`src/rtl/serial_subtractor.sv`:
```
// Bit-serial subtractor: diff = a - b - bin, LSB first, one bit per clock.
// Define SUB_SIGNED_OVF_EN to add the registered signed-overflow output ovf.
module serial_subtractor #(
    parameter int WIDTH = 8
) (
    input  logic             clk,
    input  logic             rst,
    input  logic             start,
    input  logic [WIDTH-1:0] a,
    input  logic [WIDTH-1:0] b,
    input  logic             bin,
    output logic             busy,
    output logic             done,
    output logic [WIDTH-1:0] diff,
    output logic             bout
`ifdef SUB_SIGNED_OVF_EN
    ,
    output logic             ovf
`endif
);

    localparam int CNT_W = $clog2(WIDTH);

    typedef enum logic [1:0] {
        IDLE,
        RUN,
        DONE
    } state_t;

    state_t           state, state_next;
    logic [WIDTH-1:0] a_sr, b_sr, res_sr;
    logic [CNT_W-1:0] cnt;
    logic             br;
    logic             d, br_next, last_bit;

    // Single full-subtractor cell working on the current LSBs and the stored borrow.
    always_comb begin
        d        = a_sr[0] ^ b_sr[0] ^ br;
        br_next  = (~a_sr[0] & b_sr[0]) | (~(a_sr[0] ^ b_sr[0]) & br);
        last_bit = (cnt == CNT_W'(WIDTH - 1));
    end

    // NOTE: non-blocking assignments keep every register updating from pre-edge values.
    always_ff @(posedge clk or posedge rst) begin
        if (rst) state <= IDLE;
        else     state <= state_next;
    end

    // NOTE: every output gets a default first so no path leaves one unassigned (no latch).
    always_comb begin
        state_next = state;
        busy       = 1'b0;
        done       = 1'b0;
        case (state)
            IDLE: if (start) state_next = RUN;
            RUN: begin
                busy = 1'b1;
                if (last_bit) state_next = DONE;
            end
            DONE: begin
                done       = 1'b1;
                state_next = IDLE;
            end
            default: state_next = IDLE;
        endcase
    end

    // Outputs are loaded only on the final RUN edge, so the previous result stays visible.
    always_ff @(posedge clk or posedge rst) begin
        if (rst) begin
            a_sr   <= '0;
            b_sr   <= '0;
            res_sr <= '0;
            br     <= 1'b0;
            cnt    <= '0;
            diff   <= '0;
            bout   <= 1'b0;
`ifdef SUB_SIGNED_OVF_EN
            ovf    <= 1'b0;
`endif
        end else begin
            case (state)
                IDLE: begin
                    if (start) begin
                        a_sr <= a;
                        b_sr <= b;
                        br   <= bin;
                        cnt  <= '0;
                    end
                end
                RUN: begin
                    a_sr   <= a_sr >> 1;
                    b_sr   <= b_sr >> 1;
                    res_sr <= {d, res_sr[WIDTH-1:1]};
                    br     <= br_next;
                    cnt    <= cnt + 1'b1;
                    if (last_bit) begin
                        diff <= {d, res_sr[WIDTH-1:1]};
                        bout <= br_next;
`ifdef SUB_SIGNED_OVF_EN
                        // br is the borrow into the MSB stage, br_next the borrow out of it.
                        ovf  <= br ^ br_next;
`endif
                    end
                end
                default: ;
            endcase
        end
    end

endmodule

```
`config.mk`:
```
export PLATFORM = sky130hd
export DESIGN_NAME = serial_subtractor
export DESIGN_NICKNAME = d
export VERILOG_FILES = /design/src/rtl/serial_subtractor.sv
export SDC_FILE = /design/constraint.sdc
export NUM_CORES = 1
export LEC_CHECK = 0
export ABC_CLOCK_PERIOD_IN_PS = 1400
export CAP_MARGIN = 40
export CORE_AREA = 3 3 79 81
export DETAILED_ROUTE_END_ITERATION = 6
export DIE_AREA = 0 0 82 84
export DONT_BUFFER_PORTS = 1
export MAX_ROUTING_LAYER = met4
export PLACE_DENSITY = 0.53
export SYNTH_ARGS = -nofsm -noshare
export SYNTH_HDL_FRONTEND = slang
export SYNTH_SLANG_ARGS = --single-unit
```
`constraint.sdc`:
```
create_clock -name clk -period 1.4 [get_ports clk]
set_input_delay 0.07 -clock clk [delete_from_list [all_inputs] [get_ports clk]]
set_output_delay 0.07 -clock clk [all_outputs]
set_load 0.05 [all_outputs]
```
==> flow_results.org, run 1 <==
** Place
- In this run the tool buffered the top-level ports with 0 buffer cells.
- The congestion estimate from routability-driven global placement came to 0.7251.
- Detailed Place HPWL :: 2315 µm
- OpenSTA, run right after detailed placement, puts the worst setup slack at -0.007537 ns.
- Count of placed standard cells including taps :: 220

** Yosys
- Counting flops and latches in the post-synthesis netlist gives 38.
- For this run, the register share of the synthesized area comes to 0.4832.
- Proportion of register bits with asynchronous set or reset after synthesis :: 1.000
- Number of synthesized flops with an enable pin :: 0
- Number of standard cells after synthesis :: about 140
- After synthesis the cells add up to 1968 µm².
- In this run the mean area of a mapped cell was 13.67 µm².
- The Yosys step of the flow raised 0 warnings.
- Primary FF master, synth :: dfrtp_1
- The number of nets handed over by synthesis was 167.
- Synthesis instantiated 24 different standard cells from the library.

** Global route
- Global-route wire length before repair :: between 5000 and 6000 µm
- Across every metal layer, demand over resource in global routing totals 0.1155.
- Entering global routing, the biggest net connects 39 pins.
- Number of global-route vias before repair :: 1,241
- Total congestion overflow after global routing :: 0
- The number of antenna violations at the first check in global routing came to 0.

** Route
- For this block, the routed nets add up to 3706 µm of wire.
- In the routed design, unresolved DRC markers number 0.
- The routed layout has 1,187 vias.
- Routed met1 length :: 1691 µm
- After detailed routing, the average wire length per cell comes to between 15 and 20 µm.
- Detailed routing placed a total of 183 µm of wire on met3.
- Routed signal wires occupy layers up through met4.
- Summed over all nets, wire length on met2 after detailed routing comes to 1771 µm.
- Total iterations of the first detailed-routing run :: 4
- Vias per inst :: 5.008
- The count of nets left with antenna violations once routing finished came out at 0.
- Number of DRC markers in iteration 0 :: 39

** Die
- Die area :: slightly below 7000 µm²
- Row generation in the floorplan step produced 27 rows.
- Die height :: 84 µm
- Horizontal die dimension :: 82 µm
- In this run the count of I/O pins placed on the die edge is 31.
- Initial Utilization :: 0.3552
- After floorplanning, the core was sized to cover 5540 µm².

** Critical path
- End of the worst register-to-register path :: res_sr[4]$_DFFE_PP0P_
- For this run, the slowest stage of the critical path takes 0.46 ns.
- Setup slack on the worst flop-to-flop path :: 0.04 ns
- Type of the worst setup path :: register to primary output
- Slowest stage cell on the critical path :: dfrtp_2
- Traced cell by cell, the critical path runs through buf_12 > nor2b_4 > buf_12.
- Crit-path most repeated cell :: buf_12
- Data on the critical path arrives at its endpoint at 1.31 ns.
- The startpoint identified for the worst register-to-register timing path is state[1]$_DFFE_PP0P_.
- Element type at the critical path end :: primary output
- The worst register-to-register path has a depth of 4.
- Max FO, Critical Path :: 30
- STA classifies the critical path startpoint as a register.
- CP Data Required Time :: 1.33 ns

** Power and ir drop
- Net Sw Frac :: 0.3765
- Summed over all nets, the switching power comes to 2251 µW.
- Proportion of power drawn by flip-flops and latches :: 0.331
- Largest vdd supply drop :: 1023 µV
- Cell internal power was estimated by the tool at 3726 µW.
- PD cells :: 2512 nW/µm²
- The share of total power dissipated in the clock network is 0.186.
- The share of total power dissipated in combinational logic is 0.482.
- Summed over all cells, the static leakage comes to ~0.0011 µW.

** STA
- The worst pin sits at a relative slew slack of 0.5575.
- At the pin with the least slew margin, the transition time is 0.6633 ns.
- Setup repair after global routing could not meet its margin everywhere.
- Final worst-path cycle share :: 0.9832
- The final hold violation count was 0.
- For the final database, setup skew stands at 0.005331 ns.
- Final setup TNS :: 0 ns
- The max-slew violation count came to 0.
- Crit path time final :: approximately 1.4 ns
- Setup violations remaining at the end of the flow were counted as 0.
- F_max :: 726.5 MHz
- Setup slack closes at about 0.024 ns.

** Clock tree
- No sink is reached through more buffers than the 2 on the longest clock path.
- The root buffer cell chosen for the clock tree is clkbuf_8.
- Clock-pin slew was measured on the worst setup and hold paths at 0.08 ns.
- In this run the number of H-tree levels came out at 2.
- For the worst-skew pair, the clock arrives at the later sink with an insertion delay of between 0.2 and 0.3 ns.
- TritonCTS sink count :: 38
- CTS tree :: built
- In this run, CTS created clock tree buffers numbering 5.

** Cells and area
- Syn-to-layout area delta :: 20.92%
- Summing all flip-flop and latch instances after layout gives 953.4 µm².
- Of the cells placed in the final design, the portion with a size suffix greater than 1 is 0.4364.
- Once layout is complete, the cells apart from fillers number 237.
- In the layout the commonest cells are dfrtp_1 (36), inv_1 (18), buf_4 (15), mux2_4 (12).
- Most common cell after layout, fill and taps aside :: dfrtp_1
- Fin nets :: 187
- The multi-input combinational cells in the finished layout cover a total of 897.1 µm².
- Final antenna diode count :: 0
- Fill cells :: 529

** Min path
- Path category of the worst min-delay check :: input pin to register
- Hold EP :: b_sr[6]$_DFFE_PP0P_
- Counting instances, the worst hold path has a depth of 2.
- The worst hold path begins at b[6].

** Status
- Run status :: completed

** Job
- Max Cap Violations :: 0
## layout make-up
| class | count | area share |
|---|---|---|
| inverter | 18 | 0.02839 |
| clock buffer | 5 | 0.02892 |
| multi-input combinational | 77 | 0.3770 |
| sequential | 38 | 0.4006 |
| tap | 72 | 0.03785 |
| clock inverter | 3 | 0.02892 |
| timing repair buffer | 24 | 0.09832 |
## worst max-delay path, delay by kind of cell (launching register included)
| family | cells | cell delay [ns] |
|---|---|---|
| buf+inv | 2 | 0.36 |
| simple gates | 1 | 0.19 |
| flops | 1 | 0.46 |
## power groups by stage
stage	Combinational, µW	Sequential, µW	Clock, µW
floorplan	1860	2360	0
global placement	2670	1960	0
detailed placement	2740	1990	0
CTS	2850	1970	1150
global route	3130	2060	1200
finish	2880	1980	1110
## metrics by stage
stage | total power [µW] | hold WS (ns) | util | area [µm²]
after detailed placement | 4733 | 0.1141 | 0.3808 | 2110
after CTS | 5970 | 0.004093 | 0.4198 | 2326
after global placement | 4635 | 0.1079 | 0.3808 | 2110
final | 5977 | 0.009688 | 0.4295 | 2380
after floorplan | 4217 | 0.2025 | - | 1977
after global routing | 6397 | 0.02189 | 0.4295 | 2380
## timing repair
action | in CTS | in global routing
gates resized for setup | 3 | 4
setup endpoints to repair | 10 | 22
hold buffers | 5 | 0
pin swaps | 0 | 2
cloned | 0 | 2
hold endpoints to repair | 42 | 0
setup buffers | 1 | 1
## cell usage after synthesis (2+ instances only)
| cell | count | share of area |
|---|---|---|
| inv_1 | 18 | 0.034 |
| a22o_1 | 4 | 0.018 |
| a211oi_1 | 6 | 0.023 |
| buf_6 | 5 | 0.029 |
| ha_1 | 2 | 0.013 |
| dfrtp_1 | 38 | 0.48 |
| nor2_1 | 7 | 0.013 |
| nor3b_1 | 6 | 0.023 |
| buf_2 | 7 | 0.018 |
| a221oi_2 | 9 | 0.069 |
| mux2_2 | 4 | 0.023 |
| nand2b_1 | 2 | 0.0064 |
| nor4b_1 | 6 | 0.027 |
| mux2_4 | 12 | 0.092 |
| nor4b_2 | 9 | 0.069 |
## flip-flops by register name, indices dropped and copies added, names as in the netlist
signal,flops
bout,1
cnt,3
b_sr,8
br,1
res_sr,7
diff,8
a_sr,8
state,2
## worst max-delay path by stage
| stage | from | to | slack [ns] |
|---|---|---|---|
| after detailed placement | cnt[0]$_DFFE_PP0P_ | diff[0]$_DFFE_PP0P_ | -0.008 |
| after CTS | cnt[0]$_DFFE_PP0P_ | diff[0]$_DFFE_PP0P_ | -0.002 |
| after global routing | state[1]$_DFFE_PP0P_ | done | -0.04 |
| final | state[1]$_DFFE_PP0P_ | done | 0.02 |
| after global placement | cnt[0]$_DFFE_PP0P_ | diff[0]$_DFFE_PP0P_ | 0.03 |
| after floorplan | cnt[0]$_DFFE_PP0P_ | diff[0]$_DFFE_PP0P_ | 0.03 |
## layer usage
layer | global-route usage | vias to the layer above
met4 | 0.04834 | 0
met2 | 0.1734 | 30
met5 | - | -
li1 | - | 560
met1 | 0.1423 | 590
met3 | 0.03564 | 7
## cells by family (layout without fill, tap and decap cells)
group	Yosys count	count (layout)	share of synthesized area
DFF	38	38	0.4832
adders and majority gates	3	3	0.02288
AOI/OAI and AO/OA	21	22	0.1214
muxes	17	17	0.1195
and+or+nand+nor	34	35	0.1647
buffers and inverters	31	50	0.08836
Note: power is estimated with default switching activity, not from simulation.
==> inputs of run 2 (changes only) <==
Settings changed: CORE_AREA 3 3 79 81 to 2 2 78 80, DIE_AREA 0 0 82 84 to 0 0 80 82.
==> run 2 against run 1 <==
Against the previous run:
- utilization down 1.9 points
- maximum frequency grew 1.3%
- global-route usage up 0.64 points
- total power decreased by 6.3%
- largest cell class unchanged
==> flow_results.org, run 2 (synthesis results as in run 1) <==
** Status
- The run finished with clean final reports.

** Global route
- The first-pass GRT wire length came to 6037 µm (+1.3%).
- The global-route usage over all layers is 0.1219 (+0.006395).
- The number of antenna violations at the first check in global routing came to 0 (unchanged).
- The pin count of the biggest net entering global routing was 39 (unchanged).
- The number of global-route vias before repair came to 1,246 (+0.40%).
- The remaining global-route overflow was 0 (unchanged).

** Job
- The max capacitance violation total came to 0 (unchanged).

** Critical path
- Worst path arrival time :: 1.29 ns (-0.02 ns)
- The worst setup path is captured at a primary output.
- Cell count of the worst reg-to-reg path :: 4 (unchanged)
- The critical path is of the register to primary output type.
- The required time of the critical path was 1.33 ns (about the same).
- The largest fanout of any net on the critical path came to 15 (-50%).
- STA classifies the critical path startpoint as a register.
- Among the stages of the critical path, the cell type that occurs most often is buf_12.
- The number of buffer and inverter instances along the worst setup path came to 2 (unchanged).
- The count of cell instances traversed by the critical path is 3 (unchanged).
- Critical-path cell list :: buf_12 > nor2b_4 > buf_12
- Largest stage delay on the critical path :: 0.51 ns (+0.05 ns)
- In this design, the largest share of critical-path delay is due to flip-flops.
- The largest individual stage delay along the critical path comes from the cell dfrtp_2.

** Power and ir drop
- Largest vdd supply drop :: 1014 µV (-0.83%)
- The switching component of the power was 2193 µW (-2.6%).
- PD cells :: 2375 nW/µm² (-5.4%)
- Internal power summed over all cells :: 3408 µW (-8.5%)
- Leakage power figure :: 0.001052 µW (-1.4%)
- The combinational group share of total power was 0.520 (+0.038).
- The clock group share of total power was 0.123 (-0.063).
- The share of total power in sequential cells came to 0.357 (+0.026).
- Net Sw Frac :: 0.3915 (+0.01497)
- Overall power consumption :: 5601 µW (-6.3%)

** Cells and area
- Syn-to-layout area delta :: 19.83%
- Fraction of final layout cells with drive strength greater than 1 :: 0.4398 (+0.003395)
- The antenna cell count was 0 (unchanged).
- The largest registers in the layout are a_sr (8), b_sr (8), diff (8).
- The library cell used most frequently in the layout, excluding fill and tap cells, is dfrtp_1.
- Commonest cells after routing, fill and taps aside :: dfrtp_1 (36), inv_1 (18), buf_4 (17), mux2_4 (12), nor4b_2 (10)
- Fin nets :: 189 (+1.1%)

** STA
- Relative max-transition margin :: 0.5679 (+0.01042)
- The max-slew violation count came to 0 (unchanged).
- Setup repair after global routing could not meet its margin everywhere.
- The worst clock skew is 0.004531 ns (-0.0008001 ns).
- The top achievable clock speed is 735.7 MHz (+1.3%).
- The final worst-path cycle share is 0.9710 (-0.01220).
- The final setup violation count came to 0 (unchanged).
- The hold slack was 0.01670 ns (+0.007014 ns).
- Actual transition at the worst max-transition pin :: 0.6477 ns (-0.01562 ns)
- The final hold violation count is 0 (unchanged).
- Final worst-path setup slack :: 0.04067 ns (+0.01708 ns)
- Crit path time final :: 1.359 ns (-0.01708 ns)

** Die
- Standard-cell rows :: 28 (+3.7%)
- The y dimension of the die came to 82 µm (-2.4%).
- The full die area is 6560 µm² (-4.8%).
- The core region area is 5746 µm² (+3.7%).
- The initial cell density of the core is 0.3426 (-0.01269).
- Horizontal die dimension :: 80 µm (-2.4%)
- Top-level I/O count :: 31 (unchanged)

** Route
- Total wirelength of the detailed-routed design :: 3630 µm (-2.1%)
- The remaining number of nets flagged by the antenna check after routing is 0 (unchanged).
- DR DRC count :: 0 (unchanged)
- Avg WL per Cell :: 15.06 µm (-3.7%)
- The first-pass iteration count of the detailed router is 3 (-1).
- The total via count in the routed design was 1,209 (+1.9%).
- The detail-routed via count per cell came to 5.017 (+0.16%).
- The number of DRC violations after detailed-routing iteration 0 is 32 (-18%).

** Place
- Setup slack after placement :: -0.03334 ns (-0.02580 ns)
- The half-perimeter wire length of the detailed placement result came to 2187 µm (-5.5%).
- Count of buffers inserted at the top-level ports :: 0 (unchanged)
- Routability congestion estimate :: 0.7130 (-1.7%)

** Clock tree
- Insertion delay of the later-clocked pin in the worst-skew pair :: 0.28 ns (about the same)
- Clock tree buffer depth :: 2 (unchanged)
- The tree is rooted in a clkbuf_8.
- TritonCTS built the clock tree.
- Register clock-pin slew on the reported worst setup and hold paths :: 0.07 ns (about the same)
- TritonCTS sink count :: 38 (unchanged)
- The total CTS buffers is 5 (unchanged).
- The H-tree depth was 2 (unchanged).

** Min path
- The number of instances on the worst hold path was 2 (unchanged).
- Path category of the worst min-delay check :: input pin to register
## run 2: cell count changes in the layout (fill, tap and decap cells not counted), sizes merged
cell	previous run	this run
buf	19	21
bufinv	2	0
clkbuf	5	8
clkinv	1	0
dlygate4sd3	5	4
## run 2: power groups by stage
stage / logic, µW / registers, µW / clock network (µW)
2_1_floorplan: 1860 / 2360 / 0
3_3_place_gp: 2640 / 1970 / 0
3_5_place_dp: 2700 / 2000 / 0
4_1_cts: 2860 / 2010 / 721
5_1_grt: 3180 / 2080 / 760
6_report: 2910 / 2000 / 691
## run 2: area by class of cell
cell class              count  area (µm²)
clock buffers               7       76.32
fillers                   567        3387
inverters                  18       67.56
multi-input cells          77       903.4
flip-flops and latches     38       953.4
well taps                  75       93.84
repair buffers             26       264.0
## run 2: final timing paths
| path | start | to | slack, ns |
|---|---|---|---|
| max in group asynchronous | rst | state[0]$_DFFE_PP0P_ | 0.68 |
| max reg2reg | cnt[0]$_DFFE_PP0P_ | diff[6]$_DFFE_PP0P_ | 0.06 |
| max | state[1]$_DFFE_PP0P_ | done | 0.04 |
| min | a[6] | a_sr[6]$_DFFE_PP0P_ | 0.02 |
| min in group asynchronous | rst | res_sr[1]$_DFFE_PP0P_ | 0.34 |
| min reg2reg | a_sr[7]$_DFFE_PP0P_ | a_sr[7]$_DFFE_PP0P_ | 0.51 |
## run 2: routing by layer
| metal | global-route usage | share of wire | up-vias |
|---|---|---|---|
| met3 | 0.03736 | 0.047 | 4 |
| li1 | - | - | 567 |
| met4 | 0.03559 | 0.0085 | 0 |
| met1 | 0.1514 | 0.45 | 611 |
| met2 | 0.1925 | 0.49 | 27 |
| met5 | - | 0 | - |
## run 2: what timing repair did
action                                  CTS  global route
gates resized for setup                   6             2
setup buffers                             3             2
hold buffers                              3             1
pin swaps                                 1             0
endpoints found under the hold margin    41             1
gates cloned                              1             2
endpoints found under the setup margin   25            21
## run 2: per-stage QoR
step	cells	cell area (µm²)	utilization	TNS, ns
2_1_floorplan	144	1977	-	0
3_3_place_gp	222	2106	0.3665	0
3_5_place_dp	222	2106	0.3665	-0.2465
4_1_cts	236	2288	0.3983	-0.01333
5_1_grt	241	2359	0.4105	-0.01944
6_report	241	2359	0.4105	0
## run 2: worst reg2reg max path, stage by stage, from the launching register on
cell and delay [ns]:
dfrtp_1 0.40, ha_2 0.21, ha_4 0.18, nand3b_4 0.13, mux2_4 0.31
==> inputs of run 3 (changes only) <==
Settings changed: CORE_AREA 2 2 78 80 to 5 5 81 83, DIE_AREA 0 0 80 82 to 0 0 86 88, HOLD_SLACK_MARGIN from default to 0.03, SETUP_SLACK_MARGIN from default to 0.5.
==> run 3 against run 2 <==
Against the previous run:
- worst setup slack improved by 0.024 ns
- combinational power increased by 44%
- sequential share of layout area decreased by 9.8 points
- die area increased by 15%
- register-to-register slack about the same
- via count increased by 14%
- maximum frequency increased by 1.8%
- count of clock-buffer cells in the layout decreased by 2
- sequential power about the same
- routed wire length increased by 22%
- highest routed layer unchanged
==> flow_results.org, run 3 (synthesis results as in run 1) <==
** Critical path
- In this run the worst setup path begins at state[1]$_DFFE_PP0P_.
- Max FO, Critical Path :: 5 (-10)
- Element type at the critical path end :: register
- Worst flop-to-flop path startpoint :: state[1]$_DFFE_PP0P_
- Worst path arrival time :: 1.51 ns (+0.22 ns)
- The required time of the critical path is 1.57 ns (+0.24 ns).
- The worst setup path is of the register to register kind.
- The worst setup path is launched from a register.

** Power and ir drop
- The combinational group share of total power came to 0.587 (+0.067).
- The cell internal power dissipation is 4445 µW (+30%).
- Net Sw Frac :: 0.3762 (-0.01532)
- The clock group share of total power was 0.129 (+0.006).
- Leakage power figure :: 0.001411 µW (+34%)
- PD cells :: 2286 nW/µm² (-3.7%)
- Switching power total :: 2680 µW (+22%)
- The share of total power in sequential cells came to 0.283 (-0.074).
- Largest vdd supply drop :: 1218 µV (+20%)

** Die
- Die height :: 88 µm (+7.3%)
- The floorplan die width is 86 µm (+7.5%).
- Top-level I/O count :: 31 (unchanged)
- The core region area is 5781 µm² (+0.61%).
- The full die area is 7568 µm² (+15%).
- The number of core rows came to 28 (unchanged).
- Initial Utilization :: 0.3405 (-0.002076)

** Clock tree
- The total number of clock tree sinks is 38 (unchanged).
- TritonCTS built the clock tree.
- Number of buffers created by CTS :: 5 (unchanged)
- The tree is rooted in a clkbuf_8.
- Insertion delay of the later-clocked pin in the worst-skew pair :: 0.29 ns (about the same)
- The clock transition at the register clock pins on the worst setup and hold paths after CTS is 0.08 ns (about the same).
- Number of levels in the clock H-tree :: 2 (unchanged)
- Clock tree buffer depth :: 2 (unchanged)

** Cells and area
- The fraction of final layout cells with drive strength greater than 1 was 0.6226 (+0.1829).
- The core occupancy in the finished layout is 0.5392 (+0.1287).
- Most common cell after layout, fill and taps aside :: dfrtp_1
- Syn-to-layout area delta :: 58.36%
- The antenna cell count was 0 (unchanged).
- In the final layout, the registers with the most flip-flops are a_sr (8), b_sr (8), diff (8).
- Leaving out fill and tap cells, the most frequent cells in the layout are dfrtp_1 (36), buf_4 (29), buf_6 (20), mux2_4 (16).
- Fin nets :: 234 (+24%)

** Place
- The half-perimeter wire length of the detailed placement result came to 2753 µm (+26%).
- The final RePlAce weighted congestion came to 0.6842 (-4.0%).
- The count of buffers inserted at the top-level ports came to 0 (unchanged).

** Route
- The number of DRC violations after detailed-routing iteration 0 came to 50 (+56%).
- Vias after detailed routing :: 1,377 (+14%)
- Vias per inst :: 4.798 (-4.4%)
- Total wirelength of the detailed-routed design :: 4435 µm (+22%)
- The remaining number of nets flagged by the antenna check after routing came to 0 (unchanged).
- Total iterations of the first detailed-routing run :: 4 (+1)
- The routed wire length per instance was 15.45 µm (+2.6%).
- DR DRC count :: 0 (unchanged)

** Min path
- Source of the worst hold timing path :: a[2]
- Path category of the worst min-delay check :: input pin to register

** Global route
- Total GRT Usage :: 0.1273 (+0.005420)
- The first-pass GRT wire length was 7314 µm (+21%).
- The number of antenna violations at the first check in global routing was 0 (unchanged).
- Largest net degree at the start of global routing :: 26 (-33%)
- Total congestion overflow after global routing :: 0 (unchanged)
- Number of global-route vias before repair :: 1,488 (+19%)

** STA
- The normalized max-slew margin was 0.5849 (+0.01693).
- The final sum of negative setup slack was 0 ns (unchanged).
- The transition time at the pin with the least slew margin is 0.6193 ns (-0.02836 ns).
- The clock period minus worst slack is 1.336 ns (-0.02370 ns).
- F_max :: 748.7 MHz (+1.8%)
- The final setup violation count was 0 (unchanged).
- The final worst-path cycle share is 0.9540 (-0.01693).
- Total count of hold-check failures in the final report :: 0 (unchanged)
- The worst clock skew is 0.006057 ns (+0.001526 ns).
- Setup repair after global routing missed its margin :: yes
- The max-slew violation count is 0 (unchanged).

** Job
- Max Cap Violations :: 0 (unchanged)

** Status
- Run status :: completed
run 3: worst paths after layout:
check                      cells past startpoint                    end  slack, ns
setup reg to reg                               4  res_sr[2]$_DFFE_PP0P_       0.06
max in group asynchronous                      2    a_sr[5]$_DFFE_PP0P_       0.71
hold reg to reg                                1    a_sr[7]$_DFFE_PP0P_       0.52
min in group asynchronous                      2   state[1]$_DFFE_PP0P_       0.28
setup / recovery                               4  res_sr[2]$_DFFE_PP0P_       0.06
hold / removal                                 2    a_sr[2]$_DFFE_PP0P_       0.03
run 3: through the flow:
step	instances	setup slack [ns]	hold WS, ns	power [µW]	area (µm²)
2_1_floorplan	144	0.06459	0.03611	4613	2213
3_3_place_gp	230	0.06917	0.02308	5119	2376
3_5_place_dp	230	0.02382	0.02848	5227	2376
4_1_cts	281	0.06335	0.03068	6946	3000
5_1_grt	287	0.01750	0.04469	7540	3117
6_report	287	0.06437	0.02744	7125	3117
run 3: per-layer routing:
| layer | track usage | share of wire | vias to the layer above |
|---|---|---|---|
| li1 | - | - | 649 |
| met1 | 0.1584 | 0.45 | 700 |
| met2 | 0.2088 | 0.50 | 23 |
| met3 | 0.02540 | 0.036 | 5 |
| met4 | 0.03885 | 0.011 | 0 |
| met5 | - | 0 | - |
run 3: critical path: stages, from the launching register on:
cell and delay (ns):
dfrtp_2 0.45, buf_6 0.14, nor2b_4 0.17, buf_6 0.16, mux2_4 0.30
run 3: repair_timing:
action                                 4_1_cts  5_1_grt
pin swaps                                   10        7
setup buffers                               26        5
hold buffers                                15        0
gates resized for setup                     32       13
gates cloned                                 2        1
endpoints found under the hold margin       37        0
setup endpoints to repair                   49       64
run 3: cell type report:
cell class / instances / area, µm²
Sequential cell: 38 / 953.4
Tap cell: 75 / 93.84
Timing Repair Buffer: 71 / 728.2
Inverter: 18 / 71.32
Multi-Input combinational cell: 76 / 1156
Timing Repair inverter: 1 / 5.005
Clock buffer: 5 / 68.82
Clock inverter: 3 / 40.04
Fill cell: 478 / 2664
run 3: power by group through the flow:
| stage | sequential (µW) | combinational, µW | clock [µW] |
|---|---|---|---|
| 2_1_floorplan | 2370 | 2240 | 0 |
| 3_3_place_gp | 2000 | 3120 | 0 |
| 3_5_place_dp | 2030 | 3200 | 0 |
| 4_1_cts | 2030 | 3970 | 943 |
| 5_1_grt | 2090 | 4460 | 991 |
| 6_report | 2020 | 4180 | 923 |
